`src/rtl/ctrl_datapath_if.sv`:
```
// Strobe/status bundle between the control FSM and the datapath.
// The master drives strobes and the ALU result; the slave returns state and memory data.
interface ctrl_datapath_if #(
    parameter int unsigned ADDR_W = 8
);
    logic              LOAD_AC;
    logic              LOAD_IRU;
    logic              LOAD_IRL;
    logic              LOAD_PC;
    logic              INCR_PC;
    logic              FETCH;
    logic              STORE_MEM;
    logic              LOAD_SP;
    logic              DECR_SP;
    logic              INCR_SP;
    logic              FETCH_SP;
    logic              FETCH_DATA;
    logic              FETCH_AC_DATA;
    logic [7:0]        alu_result;

    logic [7:0]        opcode;
    logic              NFLAG;
    logic              ZFLAG;
    logic [7:0]        mem_rdata;
    logic [7:0]        acc;
    logic [ADDR_W-1:0] pc;
    logic [ADDR_W-1:0] sp;

    modport master (
        output LOAD_AC, LOAD_IRU, LOAD_IRL, LOAD_PC, INCR_PC, FETCH, STORE_MEM,
               LOAD_SP, DECR_SP, INCR_SP, FETCH_SP, FETCH_DATA, FETCH_AC_DATA, alu_result,
        input  opcode, NFLAG, ZFLAG, mem_rdata, acc, pc, sp
    );

    modport slave (
        input  LOAD_AC, LOAD_IRU, LOAD_IRL, LOAD_PC, INCR_PC, FETCH, STORE_MEM,
               LOAD_SP, DECR_SP, INCR_SP, FETCH_SP, FETCH_DATA, FETCH_AC_DATA, alu_result,
        output opcode, NFLAG, ZFLAG, mem_rdata, acc, pc, sp
    );
endinterface

```
`src/rtl/ctrl_datapath.sv`:
```
// Datapath slaved to the control FSM: PC, SP, IR, accumulator and a byte-wide RAM.
// Every strobe is sampled on posedge CLK; the controller changes them on negedge.
module ctrl_datapath #(
    parameter int unsigned       ADDR_W  = 8,
    parameter int unsigned       DEPTH   = 256,
    parameter logic [ADDR_W-1:0] SP_INIT = {ADDR_W{1'b1}}
) (
    input  logic           CLK,
    input  logic           RESET,
    ctrl_datapath_if.slave bus
);
    localparam int unsigned       IdxW     = (DEPTH > 1) ? $clog2(DEPTH) : 1;
    localparam logic [ADDR_W:0]   DepthLim = (ADDR_W + 1)'(DEPTH);

    logic [ADDR_W-1:0] pc_q, pc_d;
    logic [ADDR_W-1:0] sp_q, sp_d;
    logic [ADDR_W-1:0] irl_q, irl_d;
    logic [7:0]        iru_q, iru_d;
    logic [7:0]        ac_q, ac_d;

    logic [ADDR_W-1:0] addr;
    logic [IdxW-1:0]   idx;
    logic              in_range;
    logic [7:0]        wdata;
    logic [7:0]        rdata;
    logic [7:0]        ram_q [DEPTH];

    // Stack-relative accesses win; a bare LOAD_IRL is the return-address pop.
    always_comb begin
        addr = irl_q;
        if (bus.FETCH_SP || bus.FETCH_AC_DATA) begin
            addr = sp_q;
        end else if (bus.LOAD_IRL && !bus.FETCH) begin
            addr = sp_q;
        end else if (bus.FETCH) begin
            addr = pc_q;
        end
    end

    assign in_range = {1'b0, addr} < DepthLim;
    assign idx      = addr[IdxW-1:0];
    assign rdata    = in_range ? ram_q[idx] : 8'h00;
    assign wdata    = bus.FETCH_DATA ? 8'(pc_q) : ac_q;

    // RAM contents survive reset; only the write is suppressed while it is held.
    always_ff @(posedge CLK) begin
        if (bus.STORE_MEM && !RESET && in_range) begin
            ram_q[idx] <= wdata;
        end
    end

    always_comb begin
        ac_d  = ac_q;
        iru_d = iru_q;
        irl_d = irl_q;
        pc_d  = pc_q;
        sp_d  = sp_q;

        if (bus.LOAD_AC) begin
            ac_d = bus.FETCH_AC_DATA ? rdata : bus.alu_result;
        end
        if (bus.LOAD_IRU) begin
            iru_d = rdata;
        end
        if (bus.LOAD_IRL) begin
            irl_d = ADDR_W'(rdata);
        end

        if (bus.LOAD_PC) begin
            pc_d = irl_q;
        end else if (bus.INCR_PC) begin
            pc_d = pc_q + 1'b1;
        end

        // Simultaneous push and pop strobes cancel out.
        if (bus.LOAD_SP) begin
            sp_d = irl_q;
        end else if (bus.DECR_SP && !bus.INCR_SP) begin
            sp_d = sp_q - 1'b1;
        end else if (bus.INCR_SP && !bus.DECR_SP) begin
            sp_d = sp_q + 1'b1;
        end
    end

    always_ff @(posedge CLK or posedge RESET) begin
        if (RESET) begin
            pc_q  <= '0;
            sp_q  <= SP_INIT;
            irl_q <= '0;
            iru_q <= 8'h00;
            ac_q  <= 8'h00;
        end else begin
            pc_q  <= pc_d;
            sp_q  <= sp_d;
            irl_q <= irl_d;
            iru_q <= iru_d;
            ac_q  <= ac_d;
        end
    end

    assign bus.opcode    = iru_q;
    assign bus.NFLAG     = ac_q[7];
    assign bus.ZFLAG     = (ac_q == 8'h00);
    assign bus.mem_rdata = rdata;
    assign bus.acc       = ac_q;
    assign bus.pc        = pc_q;
    assign bus.sp        = sp_q;
endmodule

```
`src/flat_wrapper.sv`:
```
// flat-port wrapper written by rule: the top's interface ports become plain ports
module ctrl_datapath_flat 
#(
    parameter int unsigned       ADDR_W  = 8,
    parameter int unsigned       DEPTH   = 256,
    parameter logic [ADDR_W-1:0] SP_INIT = {ADDR_W{1'b1}}
)
  (CLK, RESET, bus_LOAD_AC, bus_LOAD_IRU, bus_LOAD_IRL, bus_LOAD_PC, bus_INCR_PC, bus_FETCH, bus_STORE_MEM, bus_LOAD_SP, bus_DECR_SP, bus_INCR_SP, bus_FETCH_SP, bus_FETCH_DATA, bus_FETCH_AC_DATA, bus_alu_result, bus_opcode, bus_NFLAG, bus_ZFLAG, bus_mem_rdata, bus_acc, bus_pc, bus_sp);
  ctrl_datapath_if #(.ADDR_W(ADDR_W)) bus_i ();
  input  logic CLK;
  input  logic RESET;
  input wire logic [$bits(bus_i.LOAD_AC)-1:0] bus_LOAD_AC;
  input wire logic [$bits(bus_i.LOAD_IRU)-1:0] bus_LOAD_IRU;
  input wire logic [$bits(bus_i.LOAD_IRL)-1:0] bus_LOAD_IRL;
  input wire logic [$bits(bus_i.LOAD_PC)-1:0] bus_LOAD_PC;
  input wire logic [$bits(bus_i.INCR_PC)-1:0] bus_INCR_PC;
  input wire logic [$bits(bus_i.FETCH)-1:0] bus_FETCH;
  input wire logic [$bits(bus_i.STORE_MEM)-1:0] bus_STORE_MEM;
  input wire logic [$bits(bus_i.LOAD_SP)-1:0] bus_LOAD_SP;
  input wire logic [$bits(bus_i.DECR_SP)-1:0] bus_DECR_SP;
  input wire logic [$bits(bus_i.INCR_SP)-1:0] bus_INCR_SP;
  input wire logic [$bits(bus_i.FETCH_SP)-1:0] bus_FETCH_SP;
  input wire logic [$bits(bus_i.FETCH_DATA)-1:0] bus_FETCH_DATA;
  input wire logic [$bits(bus_i.FETCH_AC_DATA)-1:0] bus_FETCH_AC_DATA;
  input wire logic [$bits(bus_i.alu_result)-1:0] bus_alu_result;
  output wire logic [$bits(bus_i.opcode)-1:0] bus_opcode;
  output wire logic [$bits(bus_i.NFLAG)-1:0] bus_NFLAG;
  output wire logic [$bits(bus_i.ZFLAG)-1:0] bus_ZFLAG;
  output wire logic [$bits(bus_i.mem_rdata)-1:0] bus_mem_rdata;
  output wire logic [$bits(bus_i.acc)-1:0] bus_acc;
  output wire logic [$bits(bus_i.pc)-1:0] bus_pc;
  output wire logic [$bits(bus_i.sp)-1:0] bus_sp;
  assign bus_i.LOAD_AC = bus_LOAD_AC;
  assign bus_i.LOAD_IRU = bus_LOAD_IRU;
  assign bus_i.LOAD_IRL = bus_LOAD_IRL;
  assign bus_i.LOAD_PC = bus_LOAD_PC;
  assign bus_i.INCR_PC = bus_INCR_PC;
  assign bus_i.FETCH = bus_FETCH;
  assign bus_i.STORE_MEM = bus_STORE_MEM;
  assign bus_i.LOAD_SP = bus_LOAD_SP;
  assign bus_i.DECR_SP = bus_DECR_SP;
  assign bus_i.INCR_SP = bus_INCR_SP;
  assign bus_i.FETCH_SP = bus_FETCH_SP;
  assign bus_i.FETCH_DATA = bus_FETCH_DATA;
  assign bus_i.FETCH_AC_DATA = bus_FETCH_AC_DATA;
  assign bus_i.alu_result = bus_alu_result;
  assign bus_opcode = bus_i.opcode;
  assign bus_NFLAG = bus_i.NFLAG;
  assign bus_ZFLAG = bus_i.ZFLAG;
  assign bus_mem_rdata = bus_i.mem_rdata;
  assign bus_acc = bus_i.acc;
  assign bus_pc = bus_i.pc;
  assign bus_sp = bus_i.sp;
  ctrl_datapath #(.ADDR_W(ADDR_W), .DEPTH(DEPTH), .SP_INIT(SP_INIT)) u_core (.CLK(CLK), .RESET(RESET), .bus(bus_i));
endmodule
```
`config.mk`:
```
export PLATFORM = sky130hd
export DESIGN_NAME = ctrl_datapath_flat
export DESIGN_NICKNAME = d
export VERILOG_FILES = /design/src/rtl/ctrl_datapath_if.sv /design/src/rtl/ctrl_datapath.sv /design/src/flat_wrapper.sv
export SDC_FILE = /design/constraint.sdc
export NUM_CORES = 2
export LEC_CHECK = 0
export CORE_ASPECT_RATIO = 1.25
export CORE_UTILIZATION = 60
export CTS_CLUSTER_DIAMETER = 60
export DETAILED_ROUTE_END_ITERATION = 16
export PLACE_DENSITY = 0.85
export SKIP_CTS_REPAIR_TIMING = 1
export SYNTH_ARGS = -nofsm -noshare
export SYNTH_HDL_FRONTEND = slang
export SYNTH_SLANG_ARGS = --single-unit
```
`constraint.sdc`:
```
create_clock -name CLK -period 8.7 [get_ports CLK]
set_input_delay 1.74 -clock CLK [delete_from_list [all_inputs] [get_ports CLK]]
set_output_delay 1.74 -clock CLK [all_outputs]
set_load 0.005 [all_outputs]
```
=== Word-level counts from Yosys, hierarchy flattened ===
Memory sizes are Yosys's and may differ from the RTL's.
Cells that the tools add are included.
W data, S select, Z words.

* Register bits: 40
* Memory bits (writable): 2048
* Input port bits: 23
* Output and inout port bits: 42
* Memories kept: 1

* Add/subtract/negate cells: 3
* Muxes and demuxes: 12
* Reductions and logical operators: 12

{| class="wikitable"
|+ Memory list
! memory !! depth !! bits a word !! read ports !! clocked after memory_dff !! wr ports !! line !! RTL
|-
| u_core.ram_q || 256 || 8 || 1 || 0 || 1 || ctrl_datapath.sv:26 || <nowiki>logic [7:0] ram_q [DEPTH];</nowiki>
|}

{| class="wikitable"
|+ Operator list
! operator !! number
|-
| $mux W8 || 10
|-
| $add A8 B1 Y8 const B || 2
|-
| $logic_not A8 Y1 || 1
|-
| $sub A8 B1 Y8 const B || 1
|-
| $logic_and A1 B1 Y1 || 4
|-
| $logic_not A1 Y1 || 4
|-
| $reduce_bool A3 Y1 || 1
|-
| $mux W1 || 2
|-
| $reduce_bool A2 Y1 || 1
|-
| $logic_or A1 B1 Y1 || 1
|}

=== Logic depth before layout (Yosys ltp) ===
An unclocked memory read counts as a cell.

* Depth after elaboration: 6
* Gate-level depth with buffers: 16
* Depth with buffers taken out: 12

=== Least setup slack after synthesis ===
No wires, ideal clock.

* Kind: input to output
* Start point: in bus_FETCH_SP
* End point: out bus_mem_rdata[4]
* Arrival time: 4.071 ns
* Required time: 6.960 ns
* Setup slack: 2.889 ns
* Stages on the path: 15
* Cell sequence: or2_1 > buf_6 > o21ai_4 > nand2_4 > buf_6 > buf_6 > buf_4 > buf_2 > nand2_1 > nand3_1 > a32oi_1 > a21oi_1 > o41ai_1 > o32a_2 > inv_1

* Longest elaborated chain between the ends: 3

{| class="wikitable"
|+ Ends and longest elaborated chain
! element !! line !! RTL
|-
| start, declared || flat_wrapper.sv:22 || <nowiki>input wire logic [$bits(bus_i.FETCH_SP)-1:0] bus_FETCH_SP;</nowiki>
|-
| $logic_or A1 B1 Y1 || ctrl_datapath.sv:31 || <nowiki>if (bus.FETCH_SP || bus.FETCH_AC_DATA) begin</nowiki>
|-
| $mux W8 || ctrl_datapath.sv:31 ||
|-
| $mem_v2 Z256 W8 || n/a ||
|-
| end, declared || flat_wrapper.sv:29 || <nowiki>output wire logic [$bits(bus_i.mem_rdata)-1:0] bus_mem_rdata;</nowiki>
|}

No other way between the ends.

=== Final worst setup path ===
* Start point: in bus_FETCH
* End point: out bus_mem_rdata[4]

* Longest elaborated chain between the ends: 5

{| class="wikitable"
|+ Ends and longest elaborated chain
! element !! line !! RTL
|-
| start, declared || flat_wrapper.sv:17 || <nowiki>input wire logic [$bits(bus_i.FETCH)-1:0] bus_FETCH;</nowiki>
|-
| $logic_not A1 Y1 || ctrl_datapath.sv:33 || <nowiki>end else if (bus.LOAD_IRL && !bus.FETCH) begin</nowiki>
|-
| $logic_and A1 B1 Y1 || ctrl_datapath.sv:33 ||
|-
| $mux W8 (*) || ctrl_datapath.sv:33 ||
|-
| $mux W8 (*) || ctrl_datapath.sv:31 ||
|-
| $mem_v2 Z256 W8 (*) || n/a ||
|}

Every way passes the cells marked *; elsewhere a longest branch is shown, timed or not.

==> run summary <==
The checks that failed: setup timing. Across the VDD grid, the largest voltage drop is 0.333 mV. Clock tree synthesis found a total of 2088 sinks. After synthesis, flip-flops and latches occupy 75.5% of the total area. After routing, the total negative slack on setup checks comes to -0.0658 ns.

The startpoint identified for the worst register-to-register timing path is u_core.irl_q[3]$_DFFE_PP0P_. The run gives 5559 as the net count after synthesis. The final number of hold-violating endpoints came out at 0.

The layer flagged by global routing as most heavily used is met2. CTS built an H-tree with a depth of 4. At the pin with the least slew margin, the transition time is 1.43 ns. The kind of start point of the critical path was an input pin. Of the total power, registers draw 41.4%. A synthesized cell averages 15.0 um2. The first global-routing pass estimated 331 mm of wire. In the synthesized netlist the dominant register cell turns out to be sky130_fd_sc_hd__edfxtp_1.

The ratio of cells with drive above 1 in the final layout was 11.0%. The buffer type at the clock tree root was sky130_fd_sc_hd__clkbuf_16. The floorplan step defined a core boundary enclosing 0.137 mm2. The switching portion of total power came out at 35.8%.

Of all flip-flops after synthesis, the portion carrying an async set or reset was 1.92%. The worst setup path is captured at an output pin. In this run the static leakage power is 29.8 nW. The finished cells cover 0.0919 mm2.

Yosys attributes the largest share of cell area to sky130_fd_sc_hd__edfxtp_1 (74%), sky130_fd_sc_hd__nand2_1 (4.8%), sky130_fd_sc_hd__mux4_2 (3.2%). The die covers 0.139 mm2. The run gives 0 as the global-route congestion overflow total. The synthesized design spends more area on one cell type than any other, namely sky130_fd_sc_hd__edfxtp_1. Cell area reported after detailed placement: 0.0860 mm2.

The type of the worst setup path was input pin to output pin. The final worst-path cycle share was 101%; the effective utilization at floorplan was 60.4%. For the count of nets after finishing, the log shows 5624. The critical path starts at bus_FETCH.

Internal power of the cells: 19.8 mW. The clock network is responsible for 25.7% of the overall power. The worst setup slack after layout was -0.0658 ns; the die height was 417 um. Entering global routing, the biggest net connects 213 pins. Detailed routing inserted a total of 52700 vias. The final wirelength is 229 mm.

Most instantiated library cell after synthesis: sky130_fd_sc_hd__edfxtp_1. In this run, the combinational gates consume 32.9% of the power. The number of clock buffers added by TritonCTS is 181.

For the maximum number of buffers from clock root to sink, the log shows 3. The commonest cells after synthesis are sky130_fd_sc_hd__edfxtp_1 (2048), sky130_fd_sc_hd__nand2_1 (1066), sky130_fd_sc_hd__a21oi_1 (467), sky130_fd_sc_hd__nor2_1 (320), sky130_fd_sc_hd__clkbuf_1 (194). The count of nets left with antenna violations once routing finished came out at 0. After the first detailed-routing iteration, the DRC count stood at 8423. The fraction of met2 tracks used by global routing came out at 51.2%. The max-cap violation count was 0; the source-to-sink clock delay at the later pin of the worst-skew pair was 0.83 ns.

For the worst setup path, the data required time is 6.96 ns. In the final routed layout, each cell accounts on average for 30.1 um. The number of buffers added on ports is 64.

After synthesis the netlist holds a flip-flop and latch count of 2088. The first TritonRoute pass finished after 9 iterations. The flow ran to the end, but the final reports show violations.

The tools report the total I/O pin count as 65. The remaining routing DRC violations is 0, and the total power per unit cell area is 336 mW/mm2. After technology mapping, the gate count stands at 5528.

Along the worst path, the maximum fanout reaches 59. In this run the biggest area consumer among cell types represents 74.3% of the synthesized area. Yosys mapped the design onto 69 distinct sky130hd cell types.

The overall die width came out at 334 um. The worst clock skew was 0.0404 ns. After clock tree synthesis, the clock-pin slew on the worst setup and hold paths is 0.07 ns. The logs give 7582 for the final standard cell count with taps included and fillers excluded and 0.950 for the routability congestion estimate. The min-delay analysis places its worst path in the category flip-flop to flip-flop.

Setup repair after global routing left no endpoint under its margin. The HPWL after detailed placement is 136 mm. The number of global-route vias before repair was 51400. For the worst setup path, the data arrival time is 7.03 ns. For this run, global-route usage on met3 was measured as 8.85%. The maximum clock rate is 0.114 GHz. The overall global routing resource usage is 32.5%, and the post-synthesis instance area is 0.0828 mm2.

In the routed layout, each cell is associated on average with a via count of 6.95. Initial antenna violation count: 4. Compared with the post-synthesis result, the final layout area differs by 11.0%.

For met1 alone, demand over resource in global routing was 39.5%. The worst pin sits at a relative slew slack of 4.57%. The tools report the launch instance of the worst min-delay path as u_core.bus.opcode[2]$_DFFE_PP0P_.

The analysis attributes to net switching a power of 11.0 mW. In this run, placement finished with an instance count of 7249. The cell row count is 152. TritonCTS built the clock tree.

The number of synthesis warnings was 0. The number of endpoints failing setup at the final stage came out at 1. The worst path needs 8.77 ns of the cycle, external delays included.

The number of synthesized flops with an enable pin was 2048; the number of pins exceeding their max-slew limit in the final report was 0. Before CTS, the worst setup slack after placement is 0.0128 ns.
==> cell usage in the layout, fill, tap and decap left out, types with 64 or more instances in the layout <==
cell                              count
sky130_fd_sc_hd__a221oi_1           117
sky130_fd_sc_hd__a32oi_1            160
sky130_fd_sc_hd__a31oi_1             97
sky130_fd_sc_hd__edfxtp_1          2048
sky130_fd_sc_hd__clkbuf_16          182
sky130_fd_sc_hd__a22oi_1             73
sky130_fd_sc_hd__nand3_1            152
sky130_fd_sc_hd__clkdlybuf4s50_1     64
sky130_fd_sc_hd__nor2_1             320
sky130_fd_sc_hd__buf_4              177
sky130_fd_sc_hd__mux4_2             116
sky130_fd_sc_hd__a21oi_1            466
sky130_fd_sc_hd__mux2i_1            143
sky130_fd_sc_hd__nand2_1           1064
==> final timing paths <==
| kind | to | slack, ns | depth (start not counted) |
|---|---|---|---|
| hold reg to reg | u_core.bus.opcode[2]$_DFFE_PP0P_ | 0.53 | 2 |
| min in group asynchronous | u_core.irl_q[0]$_DFFE_PP0P_ | 1.51 | 3 |
| max in group asynchronous | u_core.bus.opcode[6]$_DFFE_PP0P_ | 6.80 | 3 |
| hold / removal | u_core.bus.opcode[2]$_DFFE_PP0P_ | 0.53 | 2 |
| setup / recovery | bus_mem_rdata[4] | -0.07 | 15 |
| setup reg to reg | u_core.ram_q[249][6]$_DFFE_PP_ | 3.51 | 7 |
==> layer usage <==
metal	up-vias	wire length, um
met5	-	26
met4	4	18300
met3	1012	30400
met2	4641	107000
met1	25700	73000
li1	21400	-
==> cell families (layout without fill, tap and decap cells) <==
family	count (synthesis)	after routing	synth area share [%]
DFF	2088	2088	75.5
and+or+nand+nor	1649	1649	8.09
AOI/OAI and AO/OA	1094	1094	8.83
buffers and inverters	409	612	2.28
muxes	267	267	5.00
xor gates and xnor gates	13	13	0.138
adders and majority gates	8	8	0.130
other	0	3	0
==> through the flow <==
step	power (mW)	hold slack [ns]	util, %
after global routing	31.4	0.573	67.0
final	30.8	0.535	67.0
after floorplan	18.4	0.484	-
after detailed placement	22.5	0.517	62.7
after global placement	22.2	0.506	62.7
after CTS	30.3	0.543	66.9
==> registers in the layout (all words and copies together) (netlist names) <==
register,flops
u_core.bus.acc,8
u_core.bus.opcode,8
u_core.bus.pc,8
u_core.bus.sp,8
u_core.irl_q,8
u_core.ram_q,2048
==> critical path, cell delays in order <==
cell and delay, ns:
sky130_fd_sc_hd__clkdlybuf4s50_1 0.71, sky130_fd_sc_hd__buf_4 0.25, sky130_fd_sc_hd__nor3_1 0.07, sky130_fd_sc_hd__o21ai_2 0.18, sky130_fd_sc_hd__buf_4 0.35, sky130_fd_sc_hd__nand2_4 0.35, sky130_fd_sc_hd__buf_12 0.31, sky130_fd_sc_hd__nand2_1 0.13
sky130_fd_sc_hd__a32oi_1 0.12, sky130_fd_sc_hd__a21oi_1 0.31, sky130_fd_sc_hd__a21oi_1 0.23, sky130_fd_sc_hd__nor4b_1 1.04, sky130_fd_sc_hd__o32a_2 0.51, sky130_fd_sc_hd__inv_1 0.14, sky130_fd_sc_hd__clkdlybuf4s50_1 0.48
==> cell type report <==
type,instances,area (um2)
Sequential cell,2088,62500
Clock inverter,104,1030
Tap cell,1848,2310
Multi-Input combinational cell,3031,18600
Antenna cell,3,7.51
Timing Repair Buffer,276,2670
Inverter,15,56.3
Fill cell,8276,45200
Clock buffer,217,4690
==> power by group through the flow <==
stage	logic, mW	clock network (mW)	registers (mW)
6_report	10.1	7.93	12.8
4_1_cts	9.69	7.90	12.8
2_1_floorplan	5.40	0	13.0
5_1_grt	10.4	8.26	12.8
3_3_place_gp	9.25	0	13.0
3_5_place_dp	9.57	0	13.0
Power figures use the tool's default switching activity.
